<file path="src/rtl/uart_pkg.sv">
// rtl/uart_pkg.sv - shared UART state/parity types and defaults
package uart_pkg;

    localparam int OVRSMPL_DEFAULT = 16;

    typedef enum logic [5:0] {
        IDLE      = 6'b000001,
        START     = 6'b000010,
        DATA      = 6'b000100,
        PARITY    = 6'b001000,
        STOP      = 6'b010000,
        WAIT_HIGH = 6'b100000
    } rx_state_e;

    typedef enum logic [1:0] {
        PAR_NONE = 2'd0,
        PAR_EVEN = 2'd1,
        PAR_ODD  = 2'd2
    } parity_e;

    // Encoding 3 is reserved and behaves as no parity.
    function automatic parity_e to_parity(input logic [1:0] code);
        case (code)
            2'd1:    return PAR_EVEN;
            2'd2:    return PAR_ODD;
            default: return PAR_NONE;
        endcase
    endfunction

endpackage

</file>
<file path="src/rtl/uart_baud_tick.sv">
// rtl/uart_baud_tick.sv - dvsr prescaler producing one oversample tick per dvsr clocks
module uart_baud_tick #(
    parameter int W_DVSR = 16
) (
    input  logic              clk,
    input  logic              rst,
    input  logic              restart,
    input  logic [W_DVSR-1:0] dvsr,
    output logic              tick
);

    logic [W_DVSR-1:0] cnt;
    logic [W_DVSR-1:0] last;

    // A divisor of 0 behaves like 1: tick every clock.
    assign last = (dvsr == '0) ? '0 : dvsr - 1'b1;
    assign tick = !restart && (cnt >= last);

    always_ff @(posedge clk or posedge rst) begin
        if (rst) begin
            cnt <= '0;
        end else if (restart || tick) begin
            cnt <= '0;
        end else begin
            cnt <= cnt + 1'b1;
        end
    end

endmodule

</file>
<file path="src/rtl/uart_rx_cfg.sv">
// rtl/uart_rx_cfg.sv - configurable 16x oversampled UART receiver; UART_RX_MAJORITY_VOTE_EN enables 3-sample voting
module uart_rx_cfg
    import uart_pkg::*;
#(
    parameter int W_DATA_MAX = 8,
    parameter int W_DVSR     = 16,
    parameter int OVRSMPL    = OVRSMPL_DEFAULT
) (
    input  logic                  clk,
    input  logic                  rst,
    input  logic [W_DVSR-1:0]     dvsr,
    input  logic [3:0]            cfg_data_bits,
    input  logic [1:0]            cfg_parity,
    input  logic                  cfg_stop2,
    input  logic                  rx_din,
    output logic [W_DATA_MAX-1:0] rx_dout,
    output logic                  rx_valid,
    output logic                  parity_error,
    output logic                  framing_error,
    output logic                  break_detect
);

    localparam int W_TICK = $clog2(OVRSMPL);
    localparam int HALF   = OVRSMPL / 2;
`ifdef UART_RX_MAJORITY_VOTE_EN
    localparam int MV_SHIFT = 1;
`else
    localparam int MV_SHIFT = 0;
`endif
    // With voting the decision lands one tick after the nominal centre.
    localparam logic [W_TICK-1:0] START_PT  = W_TICK'(HALF - 1 + MV_SHIFT);
    localparam logic [W_TICK-1:0] BIT_PT    = W_TICK'(OVRSMPL - 1);
    localparam logic [3:0]        NBITS_MIN = 4'd5;
    localparam logic [3:0]        NBITS_MAX = 4'(W_DATA_MAX);

    rx_state_e             state, state_nxt;
    logic [W_TICK-1:0]     tick_no, tick_no_nxt;
    logic [3:0]            bit_no, bit_no_nxt;
    logic [W_DATA_MAX-1:0] shreg, shreg_nxt;
    logic                  stop2nd, stop2nd_nxt;
    logic                  par_err_r, par_err_nxt;
    logic                  par_bit_r, par_bit_nxt;

    logic [3:0]            cfg_nbits;
    parity_e               cfg_par;
    logic                  cfg_two_stop;
    logic [3:0]            nbits_in;

    logic                  sync1, rx_s;
    logic                  tick;
    logic                  start_edge;
    logic [W_TICK-1:0]     sample_pt;
    logic                  at_sample;
    logic                  bit_val;
    logic                  frame_end;
    logic                  frame_ferr;

    always_ff @(posedge clk or posedge rst) begin
        if (rst) begin
            sync1 <= 1'b1;
            rx_s  <= 1'b1;
        end else begin
            sync1 <= rx_din;
            rx_s  <= sync1;
        end
    end

    assign start_edge = (state == IDLE) && !rx_s;

    uart_baud_tick #(
        .W_DVSR (W_DVSR)
    ) u_baud_tick (
        .clk     (clk),
        .rst     (rst),
        .restart (start_edge),
        .dvsr    (dvsr),
        .tick    (tick)
    );

    always_comb begin
        nbits_in = cfg_data_bits;
        if (cfg_data_bits < NBITS_MIN) begin
            nbits_in = NBITS_MIN;
        end else if (cfg_data_bits > NBITS_MAX) begin
            nbits_in = NBITS_MAX;
        end
    end

    // Frame format is frozen at the start edge so mid-frame edits wait a frame.
    always_ff @(posedge clk or posedge rst) begin
        if (rst) begin
            cfg_nbits    <= NBITS_MAX;
            cfg_par      <= PAR_NONE;
            cfg_two_stop <= 1'b0;
        end else if (start_edge) begin
            cfg_nbits    <= nbits_in;
            cfg_par      <= to_parity(cfg_parity);
            cfg_two_stop <= cfg_stop2;
        end
    end

    assign sample_pt = (state == START) ? START_PT : BIT_PT;
    assign at_sample = tick && (tick_no == sample_pt);

`ifdef UART_RX_MAJORITY_VOTE_EN
    logic vote_a, vote_b;

    always_ff @(posedge clk or posedge rst) begin
        if (rst) begin
            vote_a <= 1'b1;
            vote_b <= 1'b1;
        end else if (tick) begin
            if (tick_no == sample_pt - W_TICK'(2)) vote_a <= rx_s;
            if (tick_no == sample_pt - W_TICK'(1)) vote_b <= rx_s;
        end
    end

    assign bit_val = (vote_a & vote_b) | (vote_a & rx_s) | (vote_b & rx_s);
`else
    assign bit_val = rx_s;
`endif

    always_comb begin
        state_nxt   = state;
        tick_no_nxt = tick_no;
        bit_no_nxt  = bit_no;
        shreg_nxt   = shreg;
        stop2nd_nxt = stop2nd;
        par_err_nxt = par_err_r;
        par_bit_nxt = par_bit_r;
        frame_end   = 1'b0;
        frame_ferr  = 1'b0;

        if (tick && (state != IDLE) && (state != WAIT_HIGH)) begin
            tick_no_nxt = tick_no + 1'b1;
        end

        case (state)
            IDLE: begin
                if (!rx_s) begin
                    state_nxt   = START;
                    tick_no_nxt = '0;
                end
            end
            START: begin
                if (at_sample) begin
                    if (bit_val) begin
                        state_nxt = IDLE;
                    end else begin
                        state_nxt   = DATA;
                        tick_no_nxt = '0;
                        bit_no_nxt  = '0;
                        shreg_nxt   = '0;
                        stop2nd_nxt = 1'b0;
                        par_err_nxt = 1'b0;
                        par_bit_nxt = 1'b0;
                    end
                end
            end
            DATA: begin
                if (at_sample) begin
                    shreg_nxt   = {bit_val, shreg[W_DATA_MAX-1:1]};
                    tick_no_nxt = '0;
                    bit_no_nxt  = bit_no + 4'd1;
                    if (bit_no + 4'd1 == cfg_nbits) begin
                        state_nxt = (cfg_par == PAR_NONE) ? STOP : PARITY;
                    end
                end
            end
            PARITY: begin
                if (at_sample) begin
                    par_bit_nxt = bit_val;
                    par_err_nxt = ((^shreg) ^ bit_val) != (cfg_par == PAR_ODD);
                    tick_no_nxt = '0;
                    state_nxt   = STOP;
                end
            end
            STOP: begin
                if (at_sample) begin
                    tick_no_nxt = '0;
                    if (!bit_val) begin
                        frame_end  = 1'b1;
                        frame_ferr = 1'b1;
                        state_nxt  = WAIT_HIGH;
                    end else if (cfg_two_stop && !stop2nd) begin
                        stop2nd_nxt = 1'b1;
                    end else begin
                        frame_end = 1'b1;
                        state_nxt = IDLE;
                    end
                end
            end
            WAIT_HIGH: begin
                if (rx_s) state_nxt = IDLE;
            end
            default: begin
                state_nxt = IDLE;
            end
        endcase
    end

    always_ff @(posedge clk or posedge rst) begin
        if (rst) begin
            state     <= IDLE;
            tick_no   <= '0;
            bit_no    <= '0;
            shreg     <= '0;
            stop2nd   <= 1'b0;
            par_err_r <= 1'b0;
            par_bit_r <= 1'b0;
        end else begin
            state     <= state_nxt;
            tick_no   <= tick_no_nxt;
            bit_no    <= bit_no_nxt;
            shreg     <= shreg_nxt;
            stop2nd   <= stop2nd_nxt;
            par_err_r <= par_err_nxt;
            par_bit_r <= par_bit_nxt;
        end
    end

    // Data arrives MSB-aligned in shreg; shifting down right-justifies it.
    always_ff @(posedge clk or posedge rst) begin
        if (rst) begin
            rx_dout       <= '0;
            rx_valid      <= 1'b0;
            parity_error  <= 1'b0;
            framing_error <= 1'b0;
            break_detect  <= 1'b0;
        end else begin
            rx_valid <= frame_end;
            if (frame_end) begin
                rx_dout       <= shreg >> (NBITS_MAX - cfg_nbits);
                parity_error  <= par_err_r;
                framing_error <= frame_ferr;
                break_detect  <= frame_ferr && (shreg == '0) &&
                                 ((cfg_par == PAR_NONE) || !par_bit_r);
            end
        end
    end

endmodule

</file>
<file path="config.mk">
export PLATFORM = sky130hd
export DESIGN_NAME = uart_rx_cfg
export DESIGN_NICKNAME = d
export VERILOG_FILES = /design/src/rtl/uart_pkg.sv /design/src/rtl/uart_baud_tick.sv /design/src/rtl/uart_rx_cfg.sv
export SDC_FILE = /design/constraint.sdc
export NUM_CORES = 1
export LEC_CHECK = 0
export ABC_CLOCK_PERIOD_IN_PS = 3700
export BUFFER_PORTS_ARGS = -buffer_cell sky130_fd_sc_hd__buf_2
export CAP_MARGIN = 0
export CORE_AREA = 4 4 78 109
export CTS_CLUSTER_DIAMETER = 120
export DETAILED_ROUTE_END_ITERATION = 6
export DIE_AREA = 0 0 82 113
export HOLD_SLACK_MARGIN = 0.06
export PLACE_DENSITY = 0.76
export SYNTH_ARGS = -nofsm -noshare
export SYNTH_HDL_FRONTEND = slang
export SYNTH_SLANG_ARGS = --single-unit
</file>
<file path="constraint.sdc">
create_clock -name clk -period 3.7 [get_ports clk]
set_clock_uncertainty 0.05 [all_clocks]
set_input_delay 1.11 -clock clk [delete_from_list [all_inputs] [get_ports clk]]
set_output_delay 1.11 -clock clk [all_outputs]
set_load 0.01 [all_outputs]
</file>
**After elaboration in Yosys (flattened, before gate mapping)**

Cells that the tools add are included.

- Input port bits: 26
- Word-level logic and storage cells: 127
- Flip-flop bits (word level): 62
- Output and inout port bits: 12

- Multiplexer cells: 48
- Reduce and logical (&&, ||, !) cells: 26
- Shift-type cells: 1
- Magnitude comparators: 3
- Equality and inequality tests: 25
- Bitwise gates (word level): 1
- $add $sub $neg: 5

Operators by type and width:

| operator | number |
|---|---|
| $mux 6 | 9 |
| $mux 4 | 10 |
| $pmux 6 s6 | 1 |
| $mux 16 | 2 |
| $mux 8 | 3 |
| $ne 2x2->1 const B | 10 |
| $add 16x1->16 const B | 1 |
| $ge 16x16->1 | 1 |
| $logic_not 16->1 | 1 |
| $pmux 8 s2 | 1 |
| $sub 16x1->16 const B | 1 |
| $mux 1 | 14 |
| $pmux 4 s3 | 1 |
| $add 4x1->4 const B | 2 |
| $eq 4x4->1 | 2 |
| $logic_and 1x1->1 | 8 |
| $logic_not 8->1 | 1 |
| $pmux 4 s2 | 1 |
| $reduce_and 4->1 | 2 |
| $reduce_and 8->1 | 1 |
| $reduce_xor 8->1 | 1 |
| $shr 8x4->8 | 1 |
| $eq 6x1->1 const B | 1 |
| $eq 6x2->1 const B | 1 |
| other kinds (24) | 33 |

**Logic depth before layout (Yosys ltp)**

Gate-level depths: netlist of the first run.

- Depth in word-level cells: 10
- Gate-level depth with buffers: 16
- Gate-level depth less buffers: 14

**Cells and area by module**

From an unflattened synthesis of the first run, not the netlist that was laid out.

- Cells, all modules: 448
- Area total of the unflattened synthesis: 4239.1 sq um

Modules (own cells, without submodules):

| module | instances | cells each | area an instance (sq um) | seq. area each (sq um) |
|---|---|---|---|---|
| uart_rx_cfg | 1 | 265 | 2658.8 | 1156.1 |
| uart_baud_tick | 1 | 183 | 1580.3 | 400.4 |

**Worst setup path after synthesis of the first run**

No wires, ideal clock.

- Path type: input port to flip-flop
- Start: input dvsr[9]
- End: register rx_dout[0]
- Stages on the path: 14
- Path buffers: 2
- Arrival time: 4.438 ns
- Slack: -0.913 ns
- Setup time: 0.125 ns
- Data required time: 3.525 ns
- Cell sequence: or4_1 nor4_1 nor2b_1 nand4b_1 clkbuf_1 nand2_1 ha_1 nand4_1 or3_1 o31a_1 a31oi_4 nand3_4 buf_12 mux2_4

- Longest elaborated chain between the ends: 7
- Elaborated cells on any way between the ends: 8
- Classes of those cells: 1 x add/sub; 1 x order compare; 3 x mux; 3 x reduce/logical

Ends and longest elaborated chain:

| what | line | RTL |
|---|---|---|
| from (decl) | uart_rx_cfg.sv:11 | `input logic [W_DVSR-1:0] dvsr,` |
| $sub 16x1->16 or $logic_not 16->1 (tied branches) | uart_baud_tick.sv:16 | `assign last = (dvsr == '0) ? '0 : dvsr - 1'b1;` |
| $mux 16 (*) | uart_baud_tick.sv:16 |  |
| $ge 16x16->1 (*) | uart_baud_tick.sv:17 | `assign tick = !restart && (cnt >= last);` |
| $logic_and 1x1->1 (*) | uart_baud_tick.sv:17 |  |
| $logic_and 1x1->1 (*) | uart_rx_cfg.sv:103 | `assign at_sample = tick && (tick_no == sample_pt);` |
| $mux 1 (*) | uart_rx_cfg.sv:179 | `if (at_sample) begin` |
| $mux 1 (*) | uart_rx_cfg.sv:138 | `case (state)` |
| to (signal assigned) | uart_rx_cfg.sv:233 | `rx_dout <= shreg >> (NBITS_MAX - cfg_nbits);` |
| to (decl) | uart_rx_cfg.sv:16 | `output logic [W_DATA_MAX-1:0] rx_dout,` |

Mark *: on every way between the ends. The rest lies on a longest branch, timed or not.
A chain may end at the register's enable or synchronous reset.

**Worst setup path after layout of the first run**

- Start: input dvsr[9]
- End: register bit_no[2]

- Longest elaborated chain between the ends: 7
- Elaborated cells on any way between the ends: 9
- Classes of those cells: 1 x add/sub; 1 x order compare; 2 x eq/ne; 1 x mux; 4 x reduce/logical

Ends and longest elaborated chain:

| what | line | RTL |
|---|---|---|
| $sub 16x1->16 or $logic_not 16->1 (tied branches) | uart_baud_tick.sv:16 |  |
| $mux 16 (*) | uart_baud_tick.sv:16 |  |
| $ge 16x16->1 (*) | uart_baud_tick.sv:17 |  |
| $logic_and 1x1->1 (*) | uart_baud_tick.sv:17 |  |
| $logic_and 1x1->1 (*) | uart_rx_cfg.sv:103 |  |
| $ne 2x2->1 (no source line) | n/a |  |
| $reduce_and 4->1 (no source line) (*) | n/a |  |
| to (signal assigned) | uart_rx_cfg.sv:214 | `bit_no <= bit_no_nxt;` |
| to (decl) | uart_rx_cfg.sv:38 | `logic [3:0] bit_no, bit_no_nxt;` |

Marks and branches as above.

==> results of run 1 <==
## worst reg2reg max path, delay by kind of cell (launching register included)
family	cells	cell delay, ns
flops	1	0.48
compound gates	2	0.20
simple gates	3	1.29
buf+inv	3	0.48
mux	1	0.32
## worst paths after layout
kind	startpoint	endpoint	slack, ns	depth (start not counted)
max	dvsr[9]	bit_no[2]	-0.61	16
min	sync1	bit_val	0.31	0
max in group asynchronous	rst	sync1	2.04	3
max reg2reg	state[2]	state[2]	0.78	9
min in group asynchronous	rst	u_baud_tick.cnt[3]	0.80	2
min reg2reg	sync1	bit_val	0.31	0
## sequential cells by signal, indices dropped and copies added (netlist names)
signal           flops
bit_no               4
bit_val              1
break_detect         1
cfg_nbits            4
cfg_par              2
cfg_two_stop         1
framing_error        1
par_bit_r            1
par_err_r            1
parity_error         1
rx_dout              8
rx_valid             1
shreg                8
state                6
stop2nd              1
sync1                1
tick_no              4
u_baud_tick.cnt     16
## repair_timing
item                                    in CTS  in global routing
hold endpoints to repair                     0                  0
endpoints found under the setup margin      53                 53
pin swaps                                   26                  6
gates cloned                                 1                  0
gates resized for setup                     87                 38
setup buffers                               12                  2
## power groups by stage
| stage | sequential [mW] | combinational (mW) | clock, mW |
|---|---|---|---|
| 2_1_floorplan | 0.841 | 0.648 | 0 |
| 3_3_place_gp | 0.889 | 0.837 | 0 |
| 3_5_place_dp | 0.892 | 0.857 | 0 |
| 4_1_cts | 0.888 | 1.01 | 0.649 |
| 5_1_grt | 0.906 | 1.18 | 0.687 |
| 6_report | 0.893 | 1.09 | 0.646 |
## cell type report
class / instances / share of cell area [%]
clock inverters: 4 / 1.293
inverters: 26 / 1.739
repair buffers: 96 / 12.88
clock buffers: 12 / 2.407
multi-input cells: 333 / 51.72
flip-flops and latches: 62 / 27.73
well taps: 100 / 2.229
## stage by stage
stage	worst slack [ns]	power (mW)	setup TNS [ns]
floorplan	-0.7148	1.489	-27.50
global placement	-0.8662	1.726	-40.90
detailed placement	-0.9848	1.749	-46.67
CTS	-0.5237	2.548	-20.80
global route	-0.7831	2.776	-33.77
finish	-0.6116	2.635	-25.68
## placed cells by master (no fill, tap or decap), drive strengths merged, types with 2 or more instances in the layout
cell and n:
a211oi 3, a21o 2, a21oi 10, a22oi 2
a31oi 3, a32o 2, and2 3, and3 4
and4 2, buf 96, bufinv 2, clkbuf 12
dfrtp 58, dfstp 4, ha 26, inv 26
mux2 12, mux2i 10, nand2 56, nand2b 9
nand3 17, nand3b 3, nand4 5, nor2 37
nor2b 8, nor3 10, nor4 6, o21a 2
o21ai 19, o21bai 2, o2bb2ai 2, o31ai 11
or3 2, or4 6, xnor2 23, xor2 20
## routing by layer
metal | GRT usage (%) | vias to the layer above | wire length, um | share of wire, %
li1 | - | 1723 | - | -
met1 | 24.19 | 1810 | 3791 | 34
met2 | 46.57 | 121 | 6206 | 56
met3 | 4.459 | 51 | 472 | 4.3
met4 | 13.08 | 0 | 591 | 5.3
met5 | 0 | - | 0 | 0
## cell families (layout without fill, tap and decap cells)
| family | after synthesis | count (layout) | share of synthesized area (%) |
|---|---|---|---|
| compound gates | 71 | 71 | 12.54 |
| xor+xnor | 43 | 43 | 9.253 |
| fa+ha+maj | 26 | 26 | 7.993 |
| buf+inv | 39 | 138 | 4.304 |
| flops | 62 | 62 | 38.24 |
| mux | 23 | 23 | 6.886 |
| simple gates | 169 | 170 | 20.78 |
==> results by group, run 1 <==
Status
  – Status: finished with violations
  – Failing checks: setup timing

Routing
  – DRT iter0 DRCs: 201
  – Vias: 3705
  – First drt pass iteration count: 4
  – Final wirelength: 11060 um
  – # DRC: 0
  – Post-route antenna net violation count: 0
  – DR WL/cell: 17.48 um
  – Via density: 5.853

Setup path
  – CP Max Fanout: 17
  – Endpoint type of the worst setup path: register
  – WS Path Type: primary input to register
  – CP Data Required Time: 3.89 ns
  – Largest delay share family, worst path: simple AND/OR/NAND/NOR gates
  – CP max stage delay: 0.56 ns
  – CP bufs+invs: 4
  – Startpoint types: primary input
  – CP max stage cell: or4_4
  – Crit-path cells: buf_6 > or4_4 > nor4_4 > nor2b_4 > nand4b_1 > buf_6 > nand2_4 > ha_4 > nand4_1 > or3_1 > o31a_1 > buf_4 > a311o_1 > buf_12 > o21ai_1 > o21ai_1
  – CP Data Arrival Time: 4.50 ns

Timing
  – Final setup margin: -0.6116 ns
  – Hold WS: 0.3055 ns
  – Relative slew slack: 55.00%
  – Fin. max-slew vios: 0
  – Final setup vio count: 53
  – Final period utilization: 116.5%
  – Final Hold Vio Count: 0
  – Final Critical Period: 4.312 ns
  – Worst-Margin Slew: 0.6741 ns
  – RSZ-0062 raised after global routing: yes
  – Fmax: 231.9 MHz

Global route
  – First-pass GRT wire length: 17750 um
  – Initial antenna violation count: 0
  – Vias in the first global route: 3872
  – Tot GR Track Use: 24.61%
  – Largest net degree at the start of global routing: 32
  – Residual overflow from global routing: 0

Synth
  – Synth warn: 0
  – Synth area leaders: dfrtp_1 (36%), ha_1 (8.0%), nand2_1 (5.2%), xnor2_1 (4.9%), xor2_1 (4.3%)
  – Asr flop ratio synth: 100.0%
  – Post-synthesis cell type with the largest combined area: dfrtp_1
  – Post-Syn Instances: 433
  – Mapped Nets: 485
  – Seq/Total Area, Yosys: 38.24%
  – EDFF count, synth: 0
  – Synth Area per Inst: 9.400 sq um
  – Synthesized area: 4070 sq um
  – Most common cell in the netlist: dfrtp_1
  – #FFs+latches synth: 62
  – Top post-synthesis cells by count: dfrtp_1 (58), nand2_1 (56), nor2_1 (37)
  – Main synth FF type: dfrtp_1
  – Share of the synthesized area in the top cell type: 35.66%
  – Yosys cell types: 60

Placement
  – Port Buffers: 37
  – Post-placement cell count: 605
  – GPL Wtd Cong: 0.8528
  – Area after DPL: 4691 sq um
  – Post-DP HPWL: 7318 um

Finish
  – Fin area: 5613 sq um
  – Ant. Diodes: 0
  – Final Util: 73.78%
  – Layout cells sized above 1: 38.46%
  – Area of the multi-input gates: 2903 sq um
  – FF/Latch Area: 1556 sq um
  – # fillers: 524
  – Area Growth Syn to Fin: 37.90%
  – Finished Layout Cells: 633
  – Final #Nets: 580

Clock tree
  – Deepest clock path buffer count: 2
  – Worst-path clk slew: 0.07 ns
  – Hold_buf cts: 0
  – H-tree depth: 3
  – CTS sink cnt: 62
  – CTS Root Cell: clkbuf_8
  – CTS Buf Count: 9
  – CTS tree: yes
  – Clock Latency Late Sink: 0.35 ns

Die
  – Core Box Area: 7607 sq um
  – # rows: 38
  – Die area: 9266 sq um
  – Initial Util: 53.50%
  – # IOs: 38
  – Die height: 113 um
  – Die X: 82 um

Power
  – Leak pwr: 2.506 nW
  – Worst IR Drop VDD: 0.0002732 V
  – Sequential share of power: 33.9%
  – Clock Power Share: 24.5%
  – Switching Share: 37.66%
  – Int Power: 1.642 mW
  – Combinational fraction of design power: 41.6%
  – Total power per unit cell area: 469.4 nW/um^2
  – Net Switching: 0.9922 mW

Worst hold path
  – Hold WC Path Type: register to register

Job
  – Max-cap violation count: 0
Power figures use the tool's default switching activity.
==> inputs of run 2 (changes only) <==
- ABC_AREA: not set -> 1
- CORE_AREA: 4 4 78 109 -> 4 4 79 111
- DIE_AREA: 0 0 82 113 -> 0 0 83 115
- PLACE_DENSITY: 0.76 -> 0.75
==> run 2 against run 1 <==
Effect of this change: the run now ends clean; maximum frequency grew 24%; synthesized cell count grew 30%; utilization shrank 9.1 points; non-clock buffer count shrank 29; first-iteration DRC count grew 13%; highest routed layer unchanged.
==> results by group, run 2 <==
Power
  – Total power per unit cell area: 503.2 nW/um^2
  – Leak pwr: 2.607 nW
  – Switching Share: 39.73%
  – Net Switching: 0.9957 mW
  – Clock Power Share: 26.8%
  – Int Power: 1.510 mW
  – Sequential share of power: 34.8%
  – Worst IR Drop VDD: 0.0005642 V
  – Combinational fraction of design power: 38.4%

Synth
  – Synth area leaders: dfrtp_1 (35%), nand2_1 (12%), ha_1 (7.7%), inv_1 (6.8%), nor2_1 (5.7%)
  – Synth Area per Inst: 7.469 sq um
  – Yosys cell types: 41
  – Seq/Total Area, Yosys: 37.01%
  – Synth warn: 0
  – Post-Syn Instances: 563
  – Post-synthesis cell type with the largest combined area: dfrtp_1
  – EDFF count, synth: 0
  – Mapped Nets: 615
  – Top post-synthesis cells by count: nand2_1 (134), inv_1 (76), nor2_1 (64)
  – Asr flop ratio synth: 100.0%
  – Most common cell in the netlist: nand2_1
  – Share of the synthesized area in the top cell type: 34.51%
  – Main synth FF type: dfrtp_1
  – #FFs+latches synth: 62
  – Synthesized area: 4205 sq um

Global route
  – Largest net degree at the start of global routing: 31
  – Initial antenna violation count: 0
  – Tot GR Track Use: 22.17%
  – Vias in the first global route: 3957
  – First-pass GRT wire length: 17170 um
  – Residual overflow from global routing: 0

Timing
  – RSZ-0062 raised after global routing: no
  – Worst-Margin Slew: 0.6491 ns
  – Final Critical Period: 3.488 ns
  – Fmax: 286.7 MHz
  – Final setup margin: 0.2118 ns
  – Final Hold Vio Count: 0
  – Fin. max-slew vios: 0
  – Final period utilization: 94.28%
  – Final setup vio count: 0
  – Relative slew slack: 56.66%
  – Hold WS: 0.3064 ns

Routing
  – Via density: 5.284
  – DR WL/cell: 13.60 um
  – # DRC: 0
  – Post-route antenna net violation count: 0
  – DRT iter0 DRCs: 227
  – Vias: 3910
  – First drt pass iteration count: 4
  – Final wirelength: 10070 um

Setup path
  – CP Data Required Time: 3.88 ns
  – Endpoint type of the worst setup path: register
  – Reg2reg path depth: 9
  – Reg2Reg Launch Point: u_baud_tick.cnt[9]
  – Register-to-register setup slack: 1.53 ns
  – WS Path Type: primary input to register
  – R2R Path End: state[3]
  – Startpoint types: primary input
  – CP Max Fanout: 8
  – CP Data Arrival Time: 3.67 ns

Die
  – Die X: 83 um
  – Die height: 115 um
  – # IOs: 38
  – # rows: 38
  – Initial Util: 54.60%
  – Die area: 9545 sq um
  – Core Box Area: 7702 sq um

Finish
  – FF/Latch Area: 1556 sq um
  – Final #Nets: 687
  – Commonest non-fill, non-tap cell in the layout: nand2_1
  – Most frequent cells in the layout: nand2_1 (133), inv_1 (75), nor2_1 (61)
  – Area of the multi-input gates: 2342 sq um
  – Layout cells sized above 1: 18.44%
  – Area Growth Syn to Fin: 18.42%
  – Biggest regs: u_baud_tick.cnt (16), rx_dout (8), shreg (8)
  – Ant. Diodes: 0
  – Largest Register: u_baud_tick.cnt
  – Max reg flops: 16
  – # fillers: 700

Placement
  – GPL Wtd Cong: 0.9891
  – Port Buffers: 37
  – Post-DP HPWL: 7814 um
  – Setup slack at placement: -0.2953 ns

Clock tree
  – CTS tree: yes
  – Worst-path clk slew: 0.07 ns
  – CTS sink cnt: 62
  – Clock Latency Late Sink: 0.35 ns
  – CTS Root Cell: clkbuf_8
  – CTS Buf Count: 9
  – H-tree depth: 3
  – Deepest clock path buffer count: 2

Worst hold path
  – Hold wc startpoint: sync1
  – Hold path cells: 0
  – Hold WC Path Type: register to register
  – Hold Path Sink: bit_val

Status
  – Status: finished, final reports clean

Job
  – Max-cap violation count: 0
## run 2: changes by cell type in the layout (fill, tap and decap cells not counted), moves of 10 or more
cell | before | now
buf_6 | 14 | 0
ha_1 | 15 | 26
nor2_4 | 15 | 3
xnor2_1 | 21 | 11
inv_1 | 24 | 75
nand2_1 | 45 | 133
nand3_1 | 14 | 41
ha_4 | 10 | 0
nor2_1 | 22 | 61
o21ai_0 | 12 | 35
buf_4 | 44 | 29
a21oi_1 | 7 | 18
## run 2: timing repair
action                     CTS  global route
resized for setup            0             9
setup buffers                0             2
hold buffers                 0             0
setup endpoints to repair    0            36
## run 2: worst max-delay path, stage by stage
cell and delay (ns):
buf_2 0.11, nor2_1 0.10, inv_1 0.08, nor4_4 0.25
nand2_1 0.14, nor2_2 0.13, nand2_1 0.08, xnor2_1 0.14
nand2_1 0.07, ha_1 0.29, a21oi_1 0.14, o21ai_0 0.09
a21oi_1 0.27, nand2_4 0.13, nand2_4 0.16, nand2_1 0.14
nand3_1 0.13, o21ai_0 0.09
## run 2: worst max path at each step
stage              endpoint    start  slack (ns)  cells after the start
2_1_floorplan      shreg[0]  dvsr[5]        0.05                     18
3_3_place_gp       shreg[7]  dvsr[5]       -0.19                     19
3_5_place_dp       state[3]  dvsr[5]       -0.30                     18
4_1_cts        break_detect  dvsr[5]        0.05                     18
5_1_grt            shreg[4]  dvsr[5]       0.006                     21
6_report           state[3]  dvsr[5]        0.21                     18
## run 2: cell families (layout without fill, tap and decap cells)
kind of cell,after synthesis,count (layout),synth area share [%]
buffers and inverters,88,164,8.331
AND/OR/NAND/NOR,287,287,31.09
adder cells (fa/ha/maj),26,26,7.736
flip-flops,62,62,37.01
multiplexers,1,1,0.2380
AO/OA/AOI/OAI,70,71,9.551
XOR/XNOR,29,29,6.040
## run 2: stage by stage
stage	power, mW	cells	setup TNS (ns)	utilization [%]	area, sq um
after floorplan	1.605	563	0	-	4205
after detailed placement	1.837	721	-8.489	60.95	4695
final	2.506	740	0	64.65	4980
after global placement	1.803	721	-4.663	60.95	4695
after global routing	2.697	740	0	64.65	4980
after CTS	2.511	737	0	63.86	4918
## run 2: final cells by class
| cell class | instances | share of cell area (%) |
|---|---|---|
| repair buffers | 67 | 8.492 |
| inverters | 81 | 6.206 |
| clock buffers | 11 | 2.839 |
| multi-input cells | 414 | 47.04 |
| clock inverters | 5 | 1.658 |
| well taps | 100 | 2.513 |
| flip-flops and latches | 62 | 31.26 |
## run 2: routing by layer
layer	track usage [%]	routed length, um
met5	0	0
met4	12.32	353
met3	3.513	363
met2	42.72	5516
met1	22.66	3833
## run 2: power groups by stage
| stage | sequential, mW | clock [mW] | combinational, mW |
|---|---|---|---|
| 6_report | 0.873 | 0.671 | 0.962 |
| 3_3_place_gp | 0.879 | 0 | 0.924 |
| 4_1_cts | 0.872 | 0.681 | 0.958 |
| 2_1_floorplan | 0.852 | 0 | 0.753 |
| 5_1_grt | 0.887 | 0.704 | 1.11 |
| 3_5_place_dp | 0.884 | 0 | 0.952 |
==> inputs of run 3 (changes only) <==
- CORE_AREA: 4 4 79 111 -> 4 4 80 112
- DIE_AREA: 0 0 83 115 -> 0 0 84 116
- PLACE_DENSITY: 0.75 -> 0.76
- SYNTH_HIERARCHICAL: not set -> 1
==> run 3 against run 2 <==
Effect of this change: via count up 3.8%; sequential share of layout area down 3.4 points; register-to-register slack worse by 0.35 ns; maximum frequency down 3.9%; critical path type unchanged.
==> results by group, run 3 <==
Global route
  – First-pass GRT wire length: 17400 um
  – Vias in the first global route: 3964
  – Largest net degree at the start of global routing: 47
  – Tot GR Track Use: 22.17%
  – Residual overflow from global routing: 0
  – Initial antenna violation count: 0

Finish
  – Ant. Diodes: 0
  – Final #Nets: 721
  – Layout cells sized above 1: 30.71%
  – Largest Register: u_baud_tick/cnt
  – Biggest regs: u_baud_tick/cnt (16), rx_dout (8), shreg (8)
  – Fin area: 5597 sq um
  – Max reg flops: 16
  – Commonest non-fill, non-tap cell in the layout: nand2_1
  – Area Growth Syn to Fin: 29.43%
  – # fillers: 640
  – Most frequent cells in the layout: nand2_1 (127), inv_1 (75), dfrtp_1 (58)

Synth
  – Synthesized area: 4324 sq um
  – Seq/Total Area, Yosys: 36.00%
  – Synth area leaders: dfrtp_1 (34%), nand2_1 (11%), ha_1 (7.5%), inv_1 (7.3%), nand3_1 (5.1%)
  – EDFF count, synth: 0
  – Mapped Nets: 626
  – Post-synthesis cell type with the largest combined area: dfrtp_1
  – Yosys cell types: 36
  – Main synth FF type: dfrtp_1
  – Asr flop ratio synth: 100.0%
  – Most common cell in the netlist: nand2_1
  – Synth Area per Inst: 7.533 sq um
  – Post-Syn Instances: 574
  – Synth warn: 6
  – Share of the synthesized area in the top cell type: 33.56%
  – #FFs+latches synth: 62
  – Top post-synthesis cells by count: nand2_1 (130), inv_1 (84), dfrtp_1 (58)

Setup path
  – CP Data Required Time: 3.86 ns
  – CP Data Arrival Time: 3.79 ns
  – Endpoint type of the worst setup path: register
  – Reg2reg path depth: 12
  – Register-to-register setup slack: 1.18 ns
  – CP Max Fanout: 8
  – Reg2Reg Launch Point: u_baud_tick/cnt[3]
  – Startpoint types: primary input
  – R2R Path End: shreg[1]
  – WS Path Type: primary input to register

Clock tree
  – Worst-path clk slew: 0.05 ns
  – CTS sink cnt: 62
  – H-tree depth: 3
  – CTS Root Cell: clkbuf_16
  – Hold_buf cts: 0
  – CTS Buf Count: 9
  – Clock Latency Late Sink: 0.33 ns
  – CTS tree: yes
  – Deepest clock path buffer count: 2

Timing
  – Relative slew slack: 37.62%
  – Worst-Margin Slew: 0.9344 ns
  – Final Hold Vio Count: 0
  – Final Critical Period: 3.630 ns
  – Final setup margin: 0.06974 ns
  – Final period utilization: 98.12%
  – Fmax: 275.5 MHz
  – Fin. max-slew vios: 0
  – Final setup vio count: 0

Die
  – # rows: 39
  – # IOs: 38
  – Die X: 84 um
  – Initial Util: 54.03%
  – Core Box Area: 8003 sq um
  – Die area: 9744 sq um
  – Die height: 116 um

Placement
  – GPL Wtd Cong: 0.9364
  – Port Buffers: 37
  – Area after DPL: 4912 sq um
  – Post-DP HPWL: 7760 um
  – Setup slack at placement: -0.4199 ns

Worst hold path
  – Hold Path Sink: bit_val
  – Hold path cells: 0
  – Hold wc startpoint: sync1
  – Hold WC Path Type: register to register

Routing
  – Vias: 4057
  – # DRC: 0
  – Final wirelength: 10720 um
  – Post-route antenna net violation count: 0
  – DRT iter0 DRCs: 143
  – DR WL/cell: 13.82 um
  – Via density: 5.228
  – First drt pass iteration count: 4

Power
  – Leak pwr: 2.945 nW
  – Total power per unit cell area: 488.5 nW/um^2
  – Worst IR Drop VDD: 0.0004813 V

Status
  – Status: finished, final reports clean

Job
  – Max-cap violation count: 0
## run 3: changes by cell type in the layout (fill, tap and decap cells not counted), moves of 9 or more
cell	before	now
o21ai_1	2	11
nand3_2	2	15
clkbuf_16	0	9
o21ai_0	35	23
nor2_1	61	45
inv_2	3	12
nor2_2	5	16
clkbuf_8	10	1
buf_4	29	54
nor2_4	3	13
## run 3: how the worst max path moves through the flow
stage / from / endpoint / slack [ns] / cells past startpoint
2_1_floorplan: dvsr[0] / state[2] / 0.01 / 22
4_1_cts: dvsr[0] / state[3] / 0.0004 / 23
3_3_place_gp: dvsr[0] / bit_no[3] / -0.29 / 22
6_report: dvsr[2] / shreg[1] / 0.07 / 21
5_1_grt: dvsr[2] / shreg[5] / -0.09 / 21
3_5_place_dp: dvsr[0] / bit_no[3] / -0.42 / 21
## run 3: timing repair
item | in CTS | in global routing
cloned | 0 | 2
gates resized for setup | 5 | 68
pin swaps | 1 | 27
buffers inserted | 0 | 10
setup endpoints to repair | 22 | 37
## run 3: final cells by class
class / count / area [sq um] / share of cell area, %
Clock inverter: 5 / 81.33 / 1.453
Timing Repair Buffer: 91 / 621.8 / 11.11
Multi-Input combinational cell: 416 / 2623 / 46.86
Tap cell: 102 / 127.6 / 2.280
Clock buffer: 11 / 242.7 / 4.337
Inverter: 89 / 344.1 / 6.148
Sequential cell: 62 / 1556 / 27.81
## run 3: metal layers
| metal | vias up | part of all wire [%] | global-route usage, % |
|---|---|---|---|
| met5 | - | 0 | 0 |
| met4 | 0 | 2.3 | 10.73 |
| met3 | 22 | 3.3 | 3.556 |
| met2 | 80 | 56 | 42.70 |
| met1 | 1914 | 38 | 23.33 |
| li1 | 2041 | - | - |
## run 3: logic make-up (layout without fill, tap and decap cells)
group           Yosys count  count (layout)  synth area share (%)
fa+ha+maj                26              26                 7.523
flops                    62              62                 36.00
compound gates           66              66                 8.450
xor+xnor                 24              24                 4.861
simple gates            298             300                 33.88
buf+inv                  98             196                 9.288
## run 3: where the power goes
| part | total [mW] | leakage (nW) | switching, mW | internal, mW |
|---|---|---|---|---|
| combinational | 0.956 | 2.00 | 0.615 | 0.341 |
| sequential | 0.875 | 0.789 | 0.105 | 0.770 |
| clock | 0.903 | 0.156 | 0.295 | 0.608 |
| total | 2.73 | 2.94 | 1.02 | 1.72 |
## run 3: worst max-delay path, cell delays in order
cell and delay (ns):
buf_2 0.11, inv_2 0.11, nand3_4 0.10, buf_6 0.14, nor3_4 0.18, or2_4 0.16, nand3_4 0.07, ha_4 0.28
nand2_2 0.05, inv_2 0.04, nand2_2 0.04, nor2_2 0.10, nor2_1 0.05, nand2_1 0.10, nand2_2 0.07, a21oi_2 0.17
nand3_2 0.12, nand3b_4 0.22, nor2_4 0.28, buf_6 0.19, o22ai_2 0.09
## run 3: stage by stage
step / util, % / std cells / hold slack [ns] / setup TNS (ns) / total power [mW]
after CTS: 65.65 / 764 / 0.3061 / 0 / 2.706
after global routing: 69.93 / 776 / 0.3112 / -0.9440 / 2.933
after global placement: 61.38 / 748 / 0.2956 / -8.279 / 1.748
final: 69.93 / 776 / 0.3045 / 0 / 2.734
after floorplan: - / 574 / 0.2952 / 0 / 1.557
after detailed placement: 61.38 / 748 / 0.2989 / -11.49 / 1.788
